===== src/rtl/if_fetch_stage.sv =====
// Instruction-fetch stage: PC register, IF/ID latch with field decode, fetch/stall counters.
// Build option: define IF_BRANCH_FLUSH_EN to squash the wrong-path instruction on a redirect.
module if_fetch_stage #(
    parameter logic [31:0] RESET_PC = 32'h0000_0000,
    parameter int          CNT_W    = 16
) (
    input  logic              CLK,
    input  logic              CLR,
    input  logic              PC_enable,
    input  logic              IFID_LE,
    input  logic              Branch_taken,
    input  logic [31:0]       Target_Addr,
    input  logic [31:0]       Imem_Data,
    output logic [31:0]       Imem_Addr,
    output logic [31:0]       IFID_Inst_Out,
    output logic [31:0]       IFID_PC4_Out,
    output logic [23:0]       IFID_Offset_Out,
    output logic [3:0]        IFID_Cond_Codes,
    output logic [3:0]        IFID_Rn_Out,
    output logic [3:0]        IFID_Rd_Out,
    output logic [3:0]        IFID_Rm_Out,
    output logic [11:0]       IFID_Shift_Amount_Out,
    output logic              IFID_Valid_Out,
    output logic [1:0]        State_Out,
    output logic [CNT_W-1:0]  Fetch_Count,
    output logic [CNT_W-1:0]  Stall_Count
);

    localparam logic [1:0] ST_RUN    = 2'b00;
    localparam logic [1:0] ST_STALL  = 2'b01;
    localparam logic [1:0] ST_SQUASH = 2'b10;

    logic [31:0]      pc_r;
    logic [31:0]      inst_r;
    logic [31:0]      pc4_r;
    logic             valid_r;
    logic [1:0]       state_r;
    logic [CNT_W-1:0] fetch_cnt_r;
    logic [CNT_W-1:0] stall_cnt_r;
    logic [31:0]      pc4_s;
    logic             stall_s;
    logic             unused_tgt_s;

    function automatic logic [CNT_W-1:0] sat_inc(input logic [CNT_W-1:0] v);
        if (&v) begin
            return v;
        end else begin
            return v + {{(CNT_W-1){1'b0}}, 1'b1};
        end
    endfunction

    assign pc4_s        = pc_r + 32'd4;
    // A half stall (only one enable low) is promoted to a full stall so nothing is dropped.
    assign stall_s      = ~PC_enable | ~IFID_LE;
    assign unused_tgt_s = ^Target_Addr[1:0];

    // PC, IF/ID latch, state and counters; reset > redirect > stall > advance.
    always_ff @(posedge CLK) begin
        if (CLR) begin
            pc_r        <= RESET_PC;
            inst_r      <= 32'h0000_0000;
            pc4_r       <= 32'h0000_0000;
            valid_r     <= 1'b0;
            state_r     <= ST_RUN;
            fetch_cnt_r <= {CNT_W{1'b0}};
            stall_cnt_r <= {CNT_W{1'b0}};
        end else if (Branch_taken) begin
            pc_r <= {Target_Addr[31:2], 2'b00};
`ifdef IF_BRANCH_FLUSH_EN
            inst_r  <= 32'h0000_0000;
            pc4_r   <= 32'h0000_0000;
            valid_r <= 1'b0;
            state_r <= ST_SQUASH;
`else
            inst_r      <= Imem_Data;
            pc4_r       <= pc4_s;
            valid_r     <= 1'b1;
            state_r     <= ST_RUN;
            fetch_cnt_r <= sat_inc(fetch_cnt_r);
`endif
        end else if (stall_s) begin
            state_r     <= ST_STALL;
            stall_cnt_r <= sat_inc(stall_cnt_r);
        end else begin
            pc_r        <= pc4_s;
            inst_r      <= Imem_Data;
            pc4_r       <= pc4_s;
            valid_r     <= 1'b1;
            state_r     <= ST_RUN;
            fetch_cnt_r <= sat_inc(fetch_cnt_r);
        end
    end

    assign Imem_Addr             = pc_r;
    assign IFID_Inst_Out         = inst_r;
    assign IFID_PC4_Out          = pc4_r;
    assign IFID_Valid_Out        = valid_r;
    assign State_Out             = state_r;
    assign Fetch_Count           = fetch_cnt_r;
    assign Stall_Count           = stall_cnt_r;
    assign IFID_Offset_Out       = inst_r[23:0];
    assign IFID_Cond_Codes       = inst_r[31:28];
    assign IFID_Rn_Out           = inst_r[19:16];
    assign IFID_Rd_Out           = inst_r[15:12];
    assign IFID_Rm_Out           = inst_r[3:0];
    assign IFID_Shift_Amount_Out = inst_r[11:0];

endmodule


===== config.mk =====
export PLATFORM = sky130hd
export DESIGN_NAME = if_fetch_stage
export DESIGN_NICKNAME = d
export VERILOG_FILES = /design/src/rtl/if_fetch_stage.sv
export SDC_FILE = /design/constraint.sdc
export NUM_CORES = 1
export LEC_CHECK = 0
export ABC_AREA = 1
export CORE_MARGIN = 8
export CORE_UTILIZATION = 30
export CTS_CLUSTER_SIZE = 24
export DETAILED_ROUTE_END_ITERATION = 8
export PLACE_DENSITY = 0.56
export SLEW_MARGIN = 40
export SYNTH_ARGS = -nofsm -noshare
export SYNTH_HDL_FRONTEND = slang
export SYNTH_SLANG_ARGS = --single-unit

===== constraint.sdc =====
create_clock -name CLK -period 4.1 [get_ports CLK]
set_input_delay 0.615 -clock CLK [delete_from_list [all_inputs] [get_ports CLK]]
set_output_delay 0.615 -clock CLK [all_outputs]
set_load 0.005 [all_outputs]

==> tab_implementation.tex, run 1 <==
\begin{tabular}{lr}
\hline
Metric & Value \\
\hline
\multicolumn{2}{l}{\textbf{Logic synthesis}} \\
Proportion of synthesized chip area in sequential cells & 0.391 \\
Synth warnings & 0 \\
Share of cell area taken by muxes after synthesis & 0.00155 \\
Number of synthesized register bits & approximately 130 \\
Avg Inst Size Synth & 7.20 sq um \\
Main combinational cell family by area after synthesis & simple AND/OR/NAND/NOR gates \\
Number of instances in the synthesized netlist & between 800 and 900 \\
Main flop type after synthesis & dfxtp\_1 \\
Post-synthesis xor/xnor area fraction & 0.0299 \\
Unique masters post-synth & 38 \\
Cell Area, Synth & 0.00645 sq mm \\
Post-synthesis compound-gate area fraction & 0.148 \\
Adder-cell share of the synthesized area & 0.00582 \\
Count of flip-flops with a built-in enable after synthesis & 0 \\
Share of flip-flops with an asynchronous set or reset after synthesis & 0 \\
Post-synthesis simple-gate area fraction & 0.287 \\
\multicolumn{2}{l}{\textbf{Global route}} \\
Global route overflow & 0 \\
Pin count of the biggest net entering global routing & 33 \\
Vias in the first global route & 6,069 \\
GR Util All Layers & 0.168 \\
Wire length of the first global-routing pass & between 30,000 and 40,000 um \\
Antenna violations before repair & 2 \\
\multicolumn{2}{l}{\textbf{Die}} \\
Width of the die & between 150 and 200 um \\
Ports & 252 \\
Standard-cell row count & 53 \\
Die area & $\sim$0.026 sq mm \\
Starting Density & 0.306 \\
DIE HEIGHT & 163 um \\
Core Box Area & 0.0211 sq mm \\
\multicolumn{2}{l}{\textbf{Place}} \\
RD Place Congestion & 0.890 \\
Setup slack at placement & 0.924 ns \\
Port bufs & 244 \\
Placed instance area & 0.00875 sq mm \\
HPWL after DPL & 17,800 um \\
Placed Instances & 1,339 \\
\multicolumn{2}{l}{\textbf{STA}} \\
Part of the cycle the worst path needs & 0.661 \\
Final setup violating endpoints & 0 \\
Endpoints failing hold & 0 \\
Actual transition at the worst max-transition pin & around 0.67 ns \\
Setup repair after global routing missed its margin & no \\
Hold Worst Slack & 0.456 ns \\
Setup slack after layout & 1.39 ns \\
Fmax achieved & 369 MHz \\
Minimum clock period & about 2.7 ns \\
Relative slew margins & 0.556 \\
Max Transition Viols Final & 0 \\
Max Clock Skew & 0.0116 ns \\
Sum of negative setup slack & 0 ns \\
\multicolumn{2}{l}{\textbf{Cells and area}} \\
Utilization of the core after routing & 0.444 \\
Nets & between 1,000 and 1,500 \\
Final non-filler cell total & 1,373 \\
Area growth, synth to finish & 45.1\% \\
Post-route design area & 0.00936 sq mm \\
Layout cell share with drive strength beyond 1 & 0.0666 \\
\multicolumn{2}{l}{\textbf{Power and ir drop}} \\
Final Power & 3.41 mW \\
Max VDD drop & 0.171 mV \\
Power density normalized to cell area & 364 mW/mm\^{}2 \\
Leakage power total & between 3 and 4 nW \\
\multicolumn{2}{l}{\textbf{CTS}} \\
Root buffer cell & clkbuf\_16 \\
Clock transition at path regs & 0.06 ns \\
Resized Gates After CTS & 0 \\
CTS tree & yes \\
Clock sink count & about 130 \\
Worst-skew pair later-pin latency & 0.41 ns \\
Inserted Clock Buffers & 17 \\
Post CTS Setup Buffer Count & 0 \\
H-tree depth & 4 \\
Number of buffers inserted by hold repair at cts & 0 \\
Clock Tree Buf Depth & 2 \\
\multicolumn{2}{l}{\textbf{Route}} \\
Total vias in the final route & 6,473 \\
Number of nets still failing antenna checks after routing & 0 \\
Iteration count of the initial detailed-routing pass & 5 \\
Post-detailed-routing wire length & 23,300 um \\
Initial DRC count & 394 \\
DRC Markers & 0 \\
Detail-routed via count per cell & around 4.7 \\
Detail-routed net length per standard cell & $\sim$17 um \\
\multicolumn{2}{l}{\textbf{Status}} \\
Run status & completed \\
\multicolumn{2}{l}{\textbf{Setup path}} \\
Crit path largest cell delay & approximately 0.47 ns \\
Path depth of the worst reg2reg path & 8 \\
Startpoint kind of the worst setup timing path & input port \\
Worst-path cell chain & clkdlybuf4s50\_1, buf\_4, inv\_2, nand2\_2, inv\_2, nand2\_1, inv\_2, buf\_12, a22o\_1 \\
Crit path top cell by count & inv\_2 \\
Critical Setup Path Class & in2reg \\
FF-to-FF setup slack & 2.04 ns \\
CP Max Fanout & 32 \\
Cell type of the slowest stage on the worst timing path & inv\_2 \\
Reg2reg end & Fetch\_Count[15] \\
Required time of the critical path & 4.44 ns \\
Kind of end point of the critical path & flop \\
Worst endpoint data arrival time & $\sim$3 ns \\
Worst reg2reg startpoint & Fetch\_Count[0] \\
\multicolumn{2}{l}{\textbf{Min path}} \\
Worst Hold End & IFID\_PC4\_Out[24] \\
Cell count of the worst hold path & 2 \\
Hold wc startpoint & IFID\_PC4\_Out[24] \\
Hold Path Class & reg2reg \\
\multicolumn{2}{l}{\textbf{Run}} \\
Number of max-cap violations & 0 \\
\hline
\end{tabular}
-- flip-flops by register name, summed over array words and instances (netlist names) --
signal          count
Fetch_Count        16
IFID_Inst_Out      32
IFID_PC4_Out       30
IFID_Valid_Out      1
Imem_Addr          30
Stall_Count        16
State_Out           1
-- cells in the final DEF, fill, tap and decap left out, drive strengths merged --
| cell type | n |
|---|---|
| a22o | 41 |
| o221ai | 3 |
| clkinvlp | 2 |
| clkinv | 4 |
| ha | 3 |
| or2 | 3 |
| nand3 | 47 |
| and2 | 1 |
| o22ai | 1 |
| nand2 | 270 |
| a31oi | 5 |
| mux2i | 1 |
| buf | 9 |
| conb | 5 |
| xor2 | 16 |
| clkbuf | 19 |
| nor3 | 1 |
| nand3b | 7 |
| o21bai | 2 |
| a211oi | 8 |
| dfxtp | 126 |
| xnor2 | 6 |
| bufinv | 2 |
| inv | 84 |
| nor2 | 92 |
| clkdlybuf4s50 | 243 |
| o221a | 7 |
| nand4 | 15 |
| a21oi | 38 |
| o21ai | 35 |
| diode | 2 |
-- Yosys cell counts, types with 4 or more instances --
| master | n | area (sq um) |
|---|---|---|
| nor2_1 | 85 | 319 |
| nand2_1 | 264 | 991 |
| nand3b_1 | 7 | 52.6 |
| dfxtp_1 | 126 | 2520 |
| a22o_1 | 41 | 359 |
| clkbuf_1 | 18 | 67.6 |
| o221a_2 | 7 | 78.8 |
| nand3_1 | 46 | 230 |
| nand2_2 | 4 | 25.0 |
| nor2_4 | 4 | 45.0 |
| o21ai_0 | 32 | 160 |
| buf_2 | 10 | 50.1 |
| nand4_1 | 14 | 87.6 |
| xnor2_1 | 6 | 52.6 |
| a31oi_1 | 5 | 31.3 |
| buf_4 | 57 | 428 |
| a211oi_1 | 8 | 60.1 |
| xor2_1 | 16 | 140 |
| a21oi_1 | 37 | 185 |
| inv_1 | 75 | 282 |
| inv_2 | 4 | 15.0 |
-- critical path, delay by kind of cell --
family                 cells  cell delay, ns
AND/OR/NAND/NOR            2            0.26
buffers and inverters      6            1.99
AO/OA/AOI/OAI              1            0.16
-- metal layers --
| layer | part of all wire | track usage | up-vias |
|---|---|---|---|
| met1 | 0.45 | 0.210 | 2995 |
| met2 | 0.46 | 0.280 | 225 |
| met3 | 0.074 | 0.0410 | 18 |
| met4 | 0.013 | 0.0538 | 0 |
| li1 | - | - | 3235 |
| met5 | 0 | 0 | - |
-- worst max path at each step --
stage / from / endpoint / slack [ns] / cells past startpoint
after floorplan: Fetch_Count[0] / Fetch_Count[8] / 2.46 / 9
after detailed placement: Branch_taken / IFID_PC4_Out[8] / 0.92 / 9
after global routing: Branch_taken / IFID_Inst_Out[15] / 1.15 / 9
final: Branch_taken / IFID_Inst_Out[15] / 1.39 / 9
after global placement: Branch_taken / IFID_PC4_Out[9] / 0.96 / 9
after CTS: Branch_taken / IFID_PC4_Out[8] / 1.35 / 9
-- cells by family (layout without fill, tap and decap cells) --
logic type               count (synthesis)  count (layout)
AND/OR/NAND/NOR                        436             436
buffers and inverters                  167             363
AO/OA/AOI/OAI                          140             140
flip-flops                             126             126
XOR/XNOR                                22              22
adder cells (fa/ha/maj)                  3               3
other                                    1               7
multiplexers                             1               1
-- final cells by class --
| class | instances | area [sq um] |
|---|---|---|
| Fill cell | 2151 | 11700 |
| Timing Repair Buffer | 252 | 2510 |
| Inverter | 79 | 297 |
| Clock buffer | 19 | 453 |
| Multi-Input combinational cell | 607 | 3080 |
| Sequential cell | 126 | 2520 |
| Clock inverter | 13 | 154 |
| Tap cell | 275 | 344 |
| Antenna cell | 2 | 5.00 |
-- power breakdown --
part / internal (mW) / switching (mW)
combinational: 0.288 / 0.208
clock: 0.942 / 0.606
sequential: 1.29 / 0.0753
total: 2.52 / 0.889
No activity file was read; power rests on OpenSTA's default activity.
==> run 2: changes to the inputs <==
==> constraint.sdc (replaced) <==
create_clock -name CLK -period 2.7 [get_ports CLK]
set_input_delay 0.405 -clock CLK [delete_from_list [all_inputs] [get_ports CLK]]
set_output_delay 0.405 -clock CLK [all_outputs]
set_load 0.005 [all_outputs]
==> run 2 against run 1 <==
Net effect: flip-flop and latch count unchanged; clock power increased by 56%; non-clock buffer count increased by 7; first-iteration DRC count decreased by 18%; sequential power increased by 52%; largest cell class unchanged; core utilization increased by 0.33 points; largest power group unchanged; total power increased by 54%; clock skew increased by 0.0017 ns; register-to-register slack got worse by 1.4 ns; critical endpoint is now Fetch_Count[8]; worst hold slack got worse by 0.065 ns; highest routed layer unchanged; combinational power increased by 53%.
==> tab_implementation.tex, run 2 (synthesized netlist as in run 1, its figures left out) <==
\begin{tabular}{lr}
\hline
Metric & Value \\
\hline
\multicolumn{2}{l}{\textbf{Status}} \\
Run status & completed \\
\multicolumn{2}{l}{\textbf{Route}} \\
Post-detailed-routing wire length & 23,300 um (+0.16\%) \\
Number of nets still failing antenna checks after routing & 0 (unchanged) \\
Detail-routed net length per standard cell & 16.9 um (-0.42\%) \\
Iteration count of the initial detailed-routing pass & 4 (-1) \\
DRC Markers & 0 (unchanged) \\
Total vias in the final route & 6,461 (-0.19\%) \\
Initial DRC count & 324 (-18\%) \\
Detail-routed via count per cell & 4.68 (-0.76\%) \\
\multicolumn{2}{l}{\textbf{Setup path}} \\
FF-to-FF setup slack & 0.61 ns (-1.43 ns) \\
Worst-path cell chain & ha\_1, nand2\_2, nor2\_4, nand2\_4, o21ai\_4, inv\_2, nand2\_1, a21oi\_2 \\
Startpoint kind of the worst setup timing path & flop \\
Crit path largest cell delay & 0.43 ns (-0.04 ns) \\
Critical Setup Path Class & reg2reg \\
Required time of the critical path & 2.99 ns (-1.45 ns) \\
Worst endpoint data arrival time & 2.38 ns (-0.67 ns) \\
CP Max Fanout & 18 (-44\%) \\
Cell type of the slowest stage on the worst timing path & dfxtp\_1 \\
Kind of end point of the critical path & flop \\
\multicolumn{2}{l}{\textbf{Global route}} \\
Global route overflow & 0 (unchanged) \\
GR Util All Layers & 0.170 (+0.00140) \\
Vias in the first global route & 6,111 (+0.69\%) \\
Antenna violations before repair & 3 (+1) \\
Wire length of the first global-routing pass & 35,400 um (+0.63\%) \\
Pin count of the biggest net entering global routing & 38 (+15\%) \\
\multicolumn{2}{l}{\textbf{CTS}} \\
Number of buffers inserted by hold repair at cts & 0 (unchanged) \\
Inserted Clock Buffers & 17 (unchanged) \\
Resized Gates After CTS & 0 (unchanged) \\
CTS tree & yes \\
Clock transition at path regs & 0.06 ns (about the same) \\
Root buffer cell & clkbuf\_16 \\
Clock sink count & 126 (unchanged) \\
Worst-skew pair later-pin latency & 0.42 ns (about the same) \\
Clock Tree Buf Depth & 2 (unchanged) \\
Post CTS Setup Buffer Count & 0 (unchanged) \\
H-tree depth & 4 (unchanged) \\
\multicolumn{2}{l}{\textbf{Place}} \\
Port bufs & 244 (unchanged) \\
HPWL after DPL & 17,800 um (+0.31\%) \\
Placed instance area & 0.00880 sq mm (+0.60\%) \\
RD Place Congestion & 0.893 (+0.38\%) \\
\multicolumn{2}{l}{\textbf{Die}} \\
DIE HEIGHT & 163 um (unchanged) \\
Core Box Area & 0.0211 sq mm (unchanged) \\
Width of the die & 163 um (unchanged) \\
Starting Density & 0.306 (unchanged) \\
Standard-cell row count & 53 (unchanged) \\
Ports & 252 (unchanged) \\
Die area & 0.0265 sq mm (unchanged) \\
\multicolumn{2}{l}{\textbf{STA}} \\
Max Transition Viols Final & 0 (unchanged) \\
Hold Worst Slack & 0.390 ns (-0.0655 ns) \\
Relative slew margins & 0.619 (+0.0636) \\
Setup repair after global routing missed its margin & no \\
Part of the cycle the worst path needs & 0.775 \\
Max Clock Skew & 0.0132 ns (+0.00169 ns) \\
Endpoints failing hold & 0 (unchanged) \\
Minimum clock period & 2.09 ns \\
Fmax achieved & $\sim$480 MHz \\
Final setup violating endpoints & 0 (unchanged) \\
Sum of negative setup slack & 0 ns (unchanged) \\
Actual transition at the worst max-transition pin & 0.569 ns (-0.0968 ns) \\
\multicolumn{2}{l}{\textbf{Min path}} \\
Hold Path Class & in2reg \\
\multicolumn{2}{l}{\textbf{Cells and area}} \\
Max FFs per register & 32 (unchanged) \\
Footprint of the multi-input gates & 0.00308 sq mm (unchanged) \\
Post-route design area & 0.00943 sq mm (+0.74\%) \\
Utilization of the core after routing & 0.447 (+0.00326) \\
Sequential cell area & 0.00252 sq mm (unchanged) \\
Nets & 1,162 (+0.61\%) \\
Area growth, synth to finish & 46.2\% \\
Number of fill cells in the layout & 2,120 (-1.4\%) \\
Layout cell share with drive strength beyond 1 & 0.0725 (+0.00592) \\
Leading cell type in the layout, fill and taps excluded & nand2\_1 \\
Commonest cells after routing, fill and taps aside & nand2\_1 (264), clkdlybuf4s50\_1 (243), dfxtp\_1 (126) \\
\multicolumn{2}{l}{\textbf{Run}} \\
Number of max-cap violations & 0 (unchanged) \\
\multicolumn{2}{l}{\textbf{Power and ir drop}} \\
Leakage power total & 3.59 nW (+1.3\%) \\
Power density normalized to cell area & 557 mW/mm\^{}2 (+53\%) \\
Max VDD drop & 0.368 mV (+120\%) \\
\hline
\end{tabular}
## run 2: cell count changes in the layout (fill, tap and decap cells not counted)
cell / previous run / this run
clkinv_4: 4 / 5
buf_4: 7 / 14
clkinvlp_4: 2 / 1
inv_6: 5 / 4
clkbuf_8: 2 / 1
clkinv_2: 0 / 1
diode_2: 2 / 3
bufinv_16: 2 / 3
## run 2: final timing paths
check,from,end,depth (start not counted)
worst max-delay path,Fetch_Count[0],Fetch_Count[8],8
worst min-delay path,CLR,Imem_Addr[2],4
worst max register to register,Fetch_Count[0],Fetch_Count[8],8
worst min register to register,IFID_PC4_Out[21],IFID_PC4_Out[21],2
## run 2: final cells by class
class                      count  area share
antenna                        3    0.000796
clock buffer                  18      0.0466
clock inverter                14      0.0192
inverter                      79      0.0314
multi-input combinational    607       0.326
sequential                   126       0.267
tap                          275      0.0365
timing repair buffer         259       0.272
## run 2: metrics by stage
stage                     power (mW)  setup slack (ns)  instances
final                           5.25             0.609       1381
after global placement          2.88             0.526       1346
after floorplan                 2.43              1.06        900
after global routing            5.48             0.377       1381
after CTS                       5.33             0.577       1378
after detailed placement        2.89             0.493       1346
## run 2: worst max-delay path: cells and delay by family (launching register included)
family / cells / cell delay (ns)
flip-flops: 1 / 0.43
AND/OR/NAND/NOR: 4 / 0.49
AO/OA/AOI/OAI: 2 / 0.48
adder cells (fa/ha/maj): 1 / 0.31
buffers and inverters: 1 / 0.24
## run 2: metal layers
| layer | global-route usage | wire (um) | up-vias |
|---|---|---|---|
| li1 | - | - | 3268 |
| met1 | 0.211 | 10300 | 2948 |
| met2 | 0.279 | 10900 | 226 |
| met3 | 0.0422 | 1800 | 19 |
| met4 | 0.0621 | 352 | 0 |
| met5 | 0 | 0 | - |
## run 2: where the power goes
| part | switching [mW] | internal (mW) |
|---|---|---|
| logic | 0.315 | 0.444 |
| registers | 0.113 | 1.96 |
| clock network | 0.921 | 1.49 |
==> run 3: changes to the inputs <==
--- a/config.mk
+++ b/config.mk
@@ -10,7 +10,7 @@
 export CORE_UTILIZATION = 30
 export CTS_CLUSTER_SIZE = 24
 export DETAILED_ROUTE_END_ITERATION = 8
-export PLACE_DENSITY = 0.56
+export PLACE_DENSITY = 0.58
 export SLEW_MARGIN = 40
 export SYNTH_ARGS = -nofsm -noshare
 export SYNTH_HDL_FRONTEND = slang
==> constraint.sdc (replaced) <==
create_clock -name CLK -period 1.8 [get_ports CLK]
set_input_delay 0.27 -clock CLK [delete_from_list [all_inputs] [get_ports CLK]]
set_output_delay 0.27 -clock CLK [all_outputs]
set_load 0.005 [all_outputs]
==> run 3 against run 2 <==
Net effect: critical path depth fell by 6; final cell count rose by 2.3%; worst hold slack got worse by 0.0076 ns; largest power group unchanged.
==> tab_implementation.tex, run 3 (synthesized netlist as in run 1, its figures left out) <==
\begin{tabular}{lr}
\hline
Metric & Value \\
\hline
\multicolumn{2}{l}{\textbf{CTS}} \\
CTS tree & yes \\
Clock Tree Buf Depth & 2 (unchanged) \\
Number of buffers inserted by hold repair at cts & 0 (unchanged) \\
Clock transition at path regs & 0.07 ns (about the same) \\
H-tree depth & 4 (unchanged) \\
Root buffer cell & clkbuf\_16 \\
Clock sink count & 126 (unchanged) \\
Inserted Clock Buffers & 17 (unchanged) \\
Worst-skew pair later-pin latency & 0.42 ns (about the same) \\
\multicolumn{2}{l}{\textbf{Power and ir drop}} \\
Final Power & 7.65 mW (+46\%) \\
Max VDD drop & 0.523 mV (+42\%) \\
Power density normalized to cell area & 792 mW/mm\^{}2 (+42\%) \\
Leakage power total & 3.74 nW (+4.1\%) \\
\multicolumn{2}{l}{\textbf{Cells and area}} \\
Area growth, synth to finish & 49.7\% \\
Nets & 1,196 (+2.9\%) \\
Utilization of the core after routing & 0.458 (+0.0107) \\
Number of fill cells in the layout & 2,139 (+0.90\%) \\
Leading cell type in the layout, fill and taps excluded & nand2\_1 \\
Max FFs per register & 32 (unchanged) \\
Final non-filler cell total & 1,413 (+2.3\%) \\
Layout cell share with drive strength beyond 1 & 0.107 (+0.0348) \\
Commonest cells after routing, fill and taps aside & nand2\_1 (264), clkdlybuf4s50\_1 (243), dfxtp\_1 (122) \\
Footprint of the multi-input gates & 0.00309 sq mm (+0.49\%) \\
Sequential cell area & 0.00253 sq mm (+0.20\%) \\
\multicolumn{2}{l}{\textbf{Global route}} \\
Pin count of the biggest net entering global routing & 45 (+18\%) \\
Global route overflow & 0 (unchanged) \\
Antenna violations before repair & 2 (-1) \\
Wire length of the first global-routing pass & 35,500 um (+0.25\%) \\
GR Util All Layers & 0.170 (+0.000843) \\
Vias in the first global route & 6,274 (+2.7\%) \\
\multicolumn{2}{l}{\textbf{STA}} \\
Fmax achieved & 573 MHz \\
Final setup violating endpoints & 0 (unchanged) \\
Max Transition Viols Final & 0 (unchanged) \\
Sum of negative setup slack & 0 ns (unchanged) \\
Minimum clock period & 1.74 ns \\
Max Clock Skew & 0.00648 ns (-0.00677 ns) \\
Hold Worst Slack & 0.383 ns (-0.00762 ns) \\
Part of the cycle the worst path needs & 0.969 \\
Setup repair after global routing missed its margin & no \\
Endpoints failing hold & 0 (unchanged) \\
\multicolumn{2}{l}{\textbf{Route}} \\
Initial DRC count & 393 (+21\%) \\
DRC Markers & 0 (unchanged) \\
Number of nets still failing antenna checks after routing & 0 (unchanged) \\
Detail-routed net length per standard cell & 16.5 um (-2.2\%) \\
Iteration count of the initial detailed-routing pass & 5 (+1) \\
Post-detailed-routing wire length & 23,300 um (about the same) \\
Detail-routed via count per cell & 4.68 (about the same) \\
Total vias in the final route & 6,606 (+2.2\%) \\
\multicolumn{2}{l}{\textbf{Die}} \\
Core Box Area & 0.0211 sq mm (unchanged) \\
Standard-cell row count & 53 (unchanged) \\
Starting Density & 0.306 (unchanged) \\
Ports & 252 (unchanged) \\
Die area & 0.0265 sq mm (unchanged) \\
Width of the die & 163 um (unchanged) \\
DIE HEIGHT & 163 um (unchanged) \\
\multicolumn{2}{l}{\textbf{Min path}} \\
Hold Path Class & in2reg \\
\multicolumn{2}{l}{\textbf{Setup path}} \\
Kind of end point of the critical path & output pin \\
Startpoint kind of the worst setup timing path & flop \\
Critical Setup Path Class & reg2out \\
Worst endpoint data arrival time & 1.47 ns (-0.91 ns) \\
CP Max Fanout & 4 (-14) \\
Required time of the critical path & 1.53 ns (-1.46 ns) \\
\multicolumn{2}{l}{\textbf{Place}} \\
HPWL after DPL & 18,200 um (+2.2\%) \\
RD Place Congestion & 0.886 (-0.75\%) \\
Port bufs & 244 (unchanged) \\
Placed Instances & 1,379 (+2.5\%) \\
\multicolumn{2}{l}{\textbf{Status}} \\
Run status & completed \\
\multicolumn{2}{l}{\textbf{Run}} \\
Number of max-cap violations & 0 (unchanged) \\
\hline
\end{tabular}
[run 3: changes by cell type in the layout (fill, tap and decap cells not counted), moves of 2 or more]
| cell | change |
|---|---|
| nor2_2 | +2 |
| bufinv_16 | -3 |
| buf_4 | +33 |
| nor2_1 | -3 |
| diode_2 | -2 |
| inv_8 | +4 |
| dfxtp_1 | -4 |
| dfxtp_2 | +4 |
| clkinv_4 | -2 |
| inv_6 | +2 |
[run 3: stage by stage]
stage          instance area, sq um  worst slack, ns
4_1_cts                        9630           0.0156
6_report                       9660           0.0556
5_1_grt                        9660          0.00368
3_3_place_gp                   9060          0.00565
2_1_floorplan                  6470            0.156
3_5_place_dp                   9060          -0.0385
[run 3: path summary, 6_finish.rpt]
check	startpoint	endpoint	slack [ns]	cells after the start
worst max-delay path	Imem_Addr[20]	Imem_Addr[20]	0.06	2
worst min-delay path	CLR	Imem_Addr[2]	0.38	5
worst max register to register	Imem_Addr[13]	Imem_Addr[27]	0.09	9
worst min register to register	IFID_PC4_Out[21]	IFID_PC4_Out[21]	0.45	2
[run 3: report_power, final]
part           leakage (nW)  internal (mW)  switching [mW]
combinational          2.43          0.714           0.503
sequential             1.04           2.94           0.150
clock                 0.274           1.83            1.51
[run 3: layer usage]
| layer | up-vias | track usage | routed length, um |
|---|---|---|---|
| met3 | 29 | 0.0485 | 1880 |
| li1 | 3326 | - | - |
| met5 | - | 0 | 13 |
| met2 | 229 | 0.275 | 10500 |
| met1 | 3020 | 0.212 | 10500 |
| met4 | 2 | 0.0646 | 488 |
[run 3: cell type report]
type / instances / share of cell area
Sequential cell: 126 / 0.262
Inverter: 79 / 0.0307
Tap cell: 275 / 0.0356
Clock buffer: 17 / 0.0441
Antenna cell: 1 / 0.000259
Multi-Input combinational cell: 607 / 0.320
Clock inverter: 15 / 0.0144
Timing Repair Buffer: 293 / 0.293
[run 3: critical path: stages, from the launching register on]
cell and delay (ns):
dfxtp_1 0.40, buf_4 0.16, clkdlybuf4s50_1 0.50
[run 3: repair_timing]
| action | CTS | global route |
|---|---|---|
| hold endpoints to repair | 0 | 0 |
| setup endpoints to repair | 1 | 19 |
| setup buffers | 0 | 1 |
| resized for setup | 1 | 8 |
| pin swaps | 0 | 1 |
